`src/rtl/count_monitor.sv`:
```
// Monitors an upstream 1/2-step counter: flags step violations, measures wrap periods, emits wrap events.
// Optional macro COUNT_MONITOR_STATS_EN adds the saturating wrap counter reported on evt_wraps.
module count_monitor #(
   parameter int unsigned PERIOD_W = 8
) (
   input  logic                clk,
   input  logic                rst,
   input  logic [3:0]          count_in,
   input  logic                ctrl_in,
   input  logic                clr,
   input  logic                evt_ready,
   output logic                evt_valid,
   output logic [PERIOD_W-1:0] evt_period,
   output logic [7:0]          evt_wraps,
   output logic                err,
   output logic                ovf
);

   typedef enum logic [1:0] {
      ST_IDLE  = 2'd0,
      ST_TRACK = 2'd1,
      ST_ERROR = 2'd2
   } state_t;

   localparam logic [PERIOD_W-1:0] PERIOD_MAX  = {PERIOD_W{1'b1}};
   localparam logic [PERIOD_W-1:0] PERIOD_ZERO = {PERIOD_W{1'b0}};

   state_t              state_q, state_d;
   logic [3:0]          prev_count_q, prev_count_d;
   logic                prev_ctrl_q, prev_ctrl_d;
   logic [PERIOD_W-1:0] period_q, period_d;
   logic                evt_valid_q, evt_valid_d;
   logic [PERIOD_W-1:0] evt_period_q, evt_period_d;
   logic [7:0]          evt_wraps_q, evt_wraps_d;
   logic                err_q, err_d;
   logic                ovf_q, ovf_d;

   logic [3:0]          delta_s;
   logic [3:0]          expected_s;
   logic                step_ok_s;
   logic                wrap_s;
   logic [PERIOD_W-1:0] period_inc_s;
   logic [7:0]          wraps_inc_s;

   // Step check against the step size requested on the previous sample.
   always_comb begin
      delta_s      = count_in - prev_count_q;
      expected_s   = prev_ctrl_q ? 4'd2 : 4'd1;
      step_ok_s    = (delta_s == expected_s);
      wrap_s       = (state_q == ST_TRACK) && step_ok_s && (count_in < prev_count_q);
      period_inc_s = (period_q == PERIOD_MAX) ? PERIOD_MAX : (period_q + PERIOD_W'(1));
   end

`ifdef COUNT_MONITOR_STATS_EN
   logic [7:0] wraps_q, wraps_d;

   // Saturating wrap count, cleared by clr.
   always_comb begin
      wraps_inc_s = (wraps_q == 8'd255) ? 8'd255 : (wraps_q + 8'd1);
      if (clr) begin
         wraps_d = 8'd0;
      end else if (wrap_s) begin
         wraps_d = wraps_inc_s;
      end else begin
         wraps_d = wraps_q;
      end
   end

   // Wrap count register.
   always_ff @(posedge clk or negedge rst) begin
      if (!rst) begin
         wraps_q <= 8'd0;
      end else begin
         wraps_q <= wraps_d;
      end
   end
`else
   assign wraps_inc_s = 8'd0;
`endif

   // Next-state logic; a pending event is accepted whenever evt_ready is high.
   always_comb begin
      state_d      = state_q;
      prev_count_d = prev_count_q;
      prev_ctrl_d  = prev_ctrl_q;
      period_d     = period_q;
      evt_valid_d  = evt_valid_q & ~evt_ready;
      evt_period_d = evt_period_q;
      evt_wraps_d  = evt_wraps_q;
      err_d        = err_q;
      ovf_d        = ovf_q;
      if (clr) begin
         state_d     = ST_IDLE;
         err_d       = 1'b0;
         ovf_d       = 1'b0;
         evt_valid_d = 1'b0;
      end else begin
         case (state_q)
            ST_IDLE: begin
               prev_count_d = count_in;
               prev_ctrl_d  = ctrl_in;
               period_d     = PERIOD_ZERO;
               state_d      = ST_TRACK;
            end
            ST_TRACK: begin
               prev_count_d = count_in;
               prev_ctrl_d  = ctrl_in;
               if (step_ok_s) begin
                  if (wrap_s) begin
                     period_d = PERIOD_ZERO;
                     // A slot is free if empty or being accepted this same cycle.
                     if (!evt_valid_q || evt_ready) begin
                        evt_valid_d  = 1'b1;
                        evt_period_d = period_inc_s;
                        evt_wraps_d  = wraps_inc_s;
                     end else begin
                        ovf_d = 1'b1;
                     end
                  end else begin
                     period_d = period_inc_s;
                  end
               end else if (count_in == 4'd0) begin
                  period_d = PERIOD_ZERO;
               end else begin
                  err_d   = 1'b1;
                  state_d = ST_ERROR;
               end
            end
            ST_ERROR: begin
               state_d = ST_ERROR;
            end
            default: begin
               state_d = ST_IDLE;
            end
         endcase
      end
   end

   // State and output registers.
   always_ff @(posedge clk or negedge rst) begin
      if (!rst) begin
         state_q      <= ST_IDLE;
         prev_count_q <= 4'd0;
         prev_ctrl_q  <= 1'b0;
         period_q     <= PERIOD_ZERO;
         evt_valid_q  <= 1'b0;
         evt_period_q <= PERIOD_ZERO;
         evt_wraps_q  <= 8'd0;
         err_q        <= 1'b0;
         ovf_q        <= 1'b0;
      end else begin
         state_q      <= state_d;
         prev_count_q <= prev_count_d;
         prev_ctrl_q  <= prev_ctrl_d;
         period_q     <= period_d;
         evt_valid_q  <= evt_valid_d;
         evt_period_q <= evt_period_d;
         evt_wraps_q  <= evt_wraps_d;
         err_q        <= err_d;
         ovf_q        <= ovf_d;
      end
   end

   assign evt_valid  = evt_valid_q;
   assign evt_period = evt_period_q;
   assign evt_wraps  = evt_wraps_q;
   assign err        = err_q;
   assign ovf        = ovf_q;

endmodule
```
`config.mk`:
```
export PLATFORM = sky130hd
export DESIGN_NAME = count_monitor
export DESIGN_NICKNAME = d
export VERILOG_FILES = /design/src/rtl/count_monitor.sv
export SDC_FILE = /design/constraint.sdc
export NUM_CORES = 1
export LEC_CHECK = 0
export ABC_AREA = 1
export CORE_MARGIN = 2
export CORE_UTILIZATION = 56
export CTS_BUF_LIST = sky130_fd_sc_hd__clkbuf_4 sky130_fd_sc_hd__clkbuf_8 sky130_fd_sc_hd__clkbuf_16
export CTS_CLUSTER_SIZE = 20
export DETAILED_ROUTE_END_ITERATION = 12
export PLACE_DENSITY = 0.95
export SYNTH_ARGS = -nofsm -noshare
export SYNTH_HDL_FRONTEND = slang
export SYNTH_SLANG_ARGS = --single-unit
```
`constraint.sdc`:
```
create_clock -name clk -period 3.7 [get_ports clk]
set_input_delay 0.555 -clock clk [delete_from_list [all_inputs] [get_ports clk]]
set_output_delay 0.555 -clock clk [all_outputs]
set_load 0.05 [all_outputs]
```
==> metrics <==
status completed; routability cong. a little under 0.8; clk root buf clkbuf_4; CTS H-tree depth 1; skew final approximately 12 ps; Sink Count 26; combinational share of power 50.8%; EDFF count, synth 0; worst endpoint required time a little under 4000 ps; fmax roughly 0.4 GHz; Vias/cell slightly above 5; maximum clock insertion buffer count 2; hold_sp evt_period[6]; top_reg_cell synth dfrtp_1; register share of total power a little under two fifths; post-synthesis cell area between 1500 and 2000 µm²; Period minus WS final between 2000 and 3000 ps; hold buffer count at cts 0; Core Region ~2800 µm²; total congestion overflow 0; Vias 1396; Final #Nets 257; vias in the first global route between 1000 and 1500; Die Wd around 58 µm; RSZ-0062 raised after global routing no; DRC 0; Sw Pwr approximately 440 µW; setup_tns 0 ps; postcts setup bufs 0; leakage slightly below 1 nW; Wirelength per Cell about 12 µm; FFs w/ async S/R, synth 100%; first-pass GRT wire length ~5.6 mm; clock power share between 10% and 20%; Mapped Cells 218; sw frac 46.1%; FP Rows 19; die height 58.0 µm; Worst Hold Class register to register; CTS tree built; Worst Path Arrival around 2800 ps; CP startpoint count_in[0]; sequential element share of the synthesized area between 30% and 40%; dpl ws approximately 800 ps; RR Startpoint prev_count_q[0]; Setup Viol. Count Final 0; post-route core utilization around two thirds; antenna-violating nets left 0; worst-path fanout max 10; Final WS setup about 1100 ps; Filler cells around 210; Yosys reg bits 26; pwr/cell area 518 nW/µm²; Worst Setup End Kind register; synth warn 0; multi-input logic area about 830 µm²; share of layout cells above drive strength 1 under 10%; clock slew at reported path FFs between 100 and 150 ps; final worst-path cycle share 69.1%; area occupied by registers 651 µm²; P_int roughly 520 µW; final slew viol count 0; DP HPWL around 2.5 mm; Mean Syn Cell Area about 7.5 µm²; cts repair resizes 0; Inserted Clock Buffers 3; initial drt markers 52; starting density of the core about three fifths; # IOs 28; number of distinct library cells after synthesis 24; GRT Total Usage about 22%; Worst VDD drop ~0.0005 V; initial antenna violation count 0; slew of the pin with the lowest slew margin ~1100 ps; Die ar. around 3400 µm²; diode count 0; DR pass1 iterations 4; largest net degree at the start of global routing 27; Setup crit start kind input pin; Setup CP Type input pin to register; final hold vios 0; routed wire length about 3.2 mm; number of max-cap violations 0; Slew headroom 23.3%; number of port buffers 19; area grow syn2layout 13.0%; Worst-Skew Late Latency 330 ps
## layer usage
layer  part of all wire, %  wire (µm)  GRT usage, %  up-vias
met1                    46       1440          28.2      623
met2                    46       1460          35.2       47
met5                     0          0             0        -
met3                   4.8        152          2.23       12
met4                   3.1         99          12.0        0
li1                      -          -             -      714
## power groups by stage
stage	logic, mW	clock network (mW)	registers, mW
finish	0.486	0.119	0.351
global route	0.545	0.132	0.356
floorplan	0.361	0	0.378
detailed placement	0.481	0	0.357
CTS	0.482	0.120	0.351
global placement	0.452	0	0.355
## worst max-delay path, cell delays in order
cell and delay, ps:
clkdlybuf4s50_1 450, inv_1 60, ha_1 220, fa_1 450, inv_1 70, nand3_1 130, a21oi_4 240, nand3_4 160
nor2_8 190, nand2_4 100, nand2_1 90, nand2_1 50
## kinds of logic (layout without fill, tap and decap cells)
family	count (synthesis)	after routing	synth area share (%)
compound gates	17	17	6.20
fa+ha+maj	8	8	6.58
buf+inv	39	52	10.9
flops	26	26	39.8
other cells	1	8	0.229
simple gates	127	127	36.3
## synthesized netlist by cell type (4+ instances only)
| cell type | instances | area, µm² |
|---|---|---|
| nor2_1 | 19 | 71.3 |
| buf_4 | 8 | 60.1 |
| nand2_1 | 68 | 255 |
| nand3_1 | 23 | 115 |
| inv_1 | 28 | 105 |
| a21oi_1 | 4 | 20.0 |
| nand4_1 | 4 | 25.0 |
| nand2_2 | 4 | 25.0 |
| o21ai_0 | 10 | 50.1 |
| dfrtp_1 | 26 | 651 |
| ha_1 | 7 | 87.6 |
## cell type report
cell class | count | share of cell area (%)
Tap cell | 31 | 2.10
Multi-Input combinational cell | 160 | 45.1
Sequential cell | 26 | 35.2
Timing Repair Buffer | 19 | 10.3
Inverter | 30 | 6.10
Clock buffer | 3 | 1.22
## through the flow
stage	power, mW	cell area (µm²)	instances	hold slack (ps)
global route	1.03	1850	269	509
floorplan	0.739	1660	225	259
global placement	0.807	1820	266	459
detailed placement	0.837	1820	266	466
finish	0.956	1850	269	489
CTS	0.953	1850	269	496
## state kept, by name, indices dropped and copies added, names as in the netlist
register and flops:
state_q 2, evt_period 8, err 1, prev_ctrl_q 1, period_q 8, ovf 1
evt_valid 1, prev_count_q 4
## cells in the final DEF, fill, tap and decap left out, drive strengths merged
cell           synthesis  layout
o21a                   1       1
a21oi                  5       5
nor2                  20      20
conb                   1       8
nand3                 26      26
o21ai                 10      10
inv                   30      30
nand2                 74      74
clkbuf                 0       3
nand4                  4       4
clkdlybuf4s50          0      19
ha                     7       7
nand3b                 2       2
fa                     1       1
or2                    1       1
dfrtp                 26      26
o21bai                 1       1
## final timing paths
| path | endpoint | slack [ps] | cells after the start |
|---|---|---|---|
| min in group asynchronous | prev_count_q[1] | 820 | 1 |
| max in group asynchronous | evt_period[6] | 2190 | 1 |
| max | evt_period[5] | 1140 | 12 |
| min | evt_period[6] | 490 | 2 |
| max reg2reg | evt_period[5] | 1480 | 10 |
| min reg2reg | evt_period[6] | 490 | 2 |
Power figures use the tool's default switching activity.
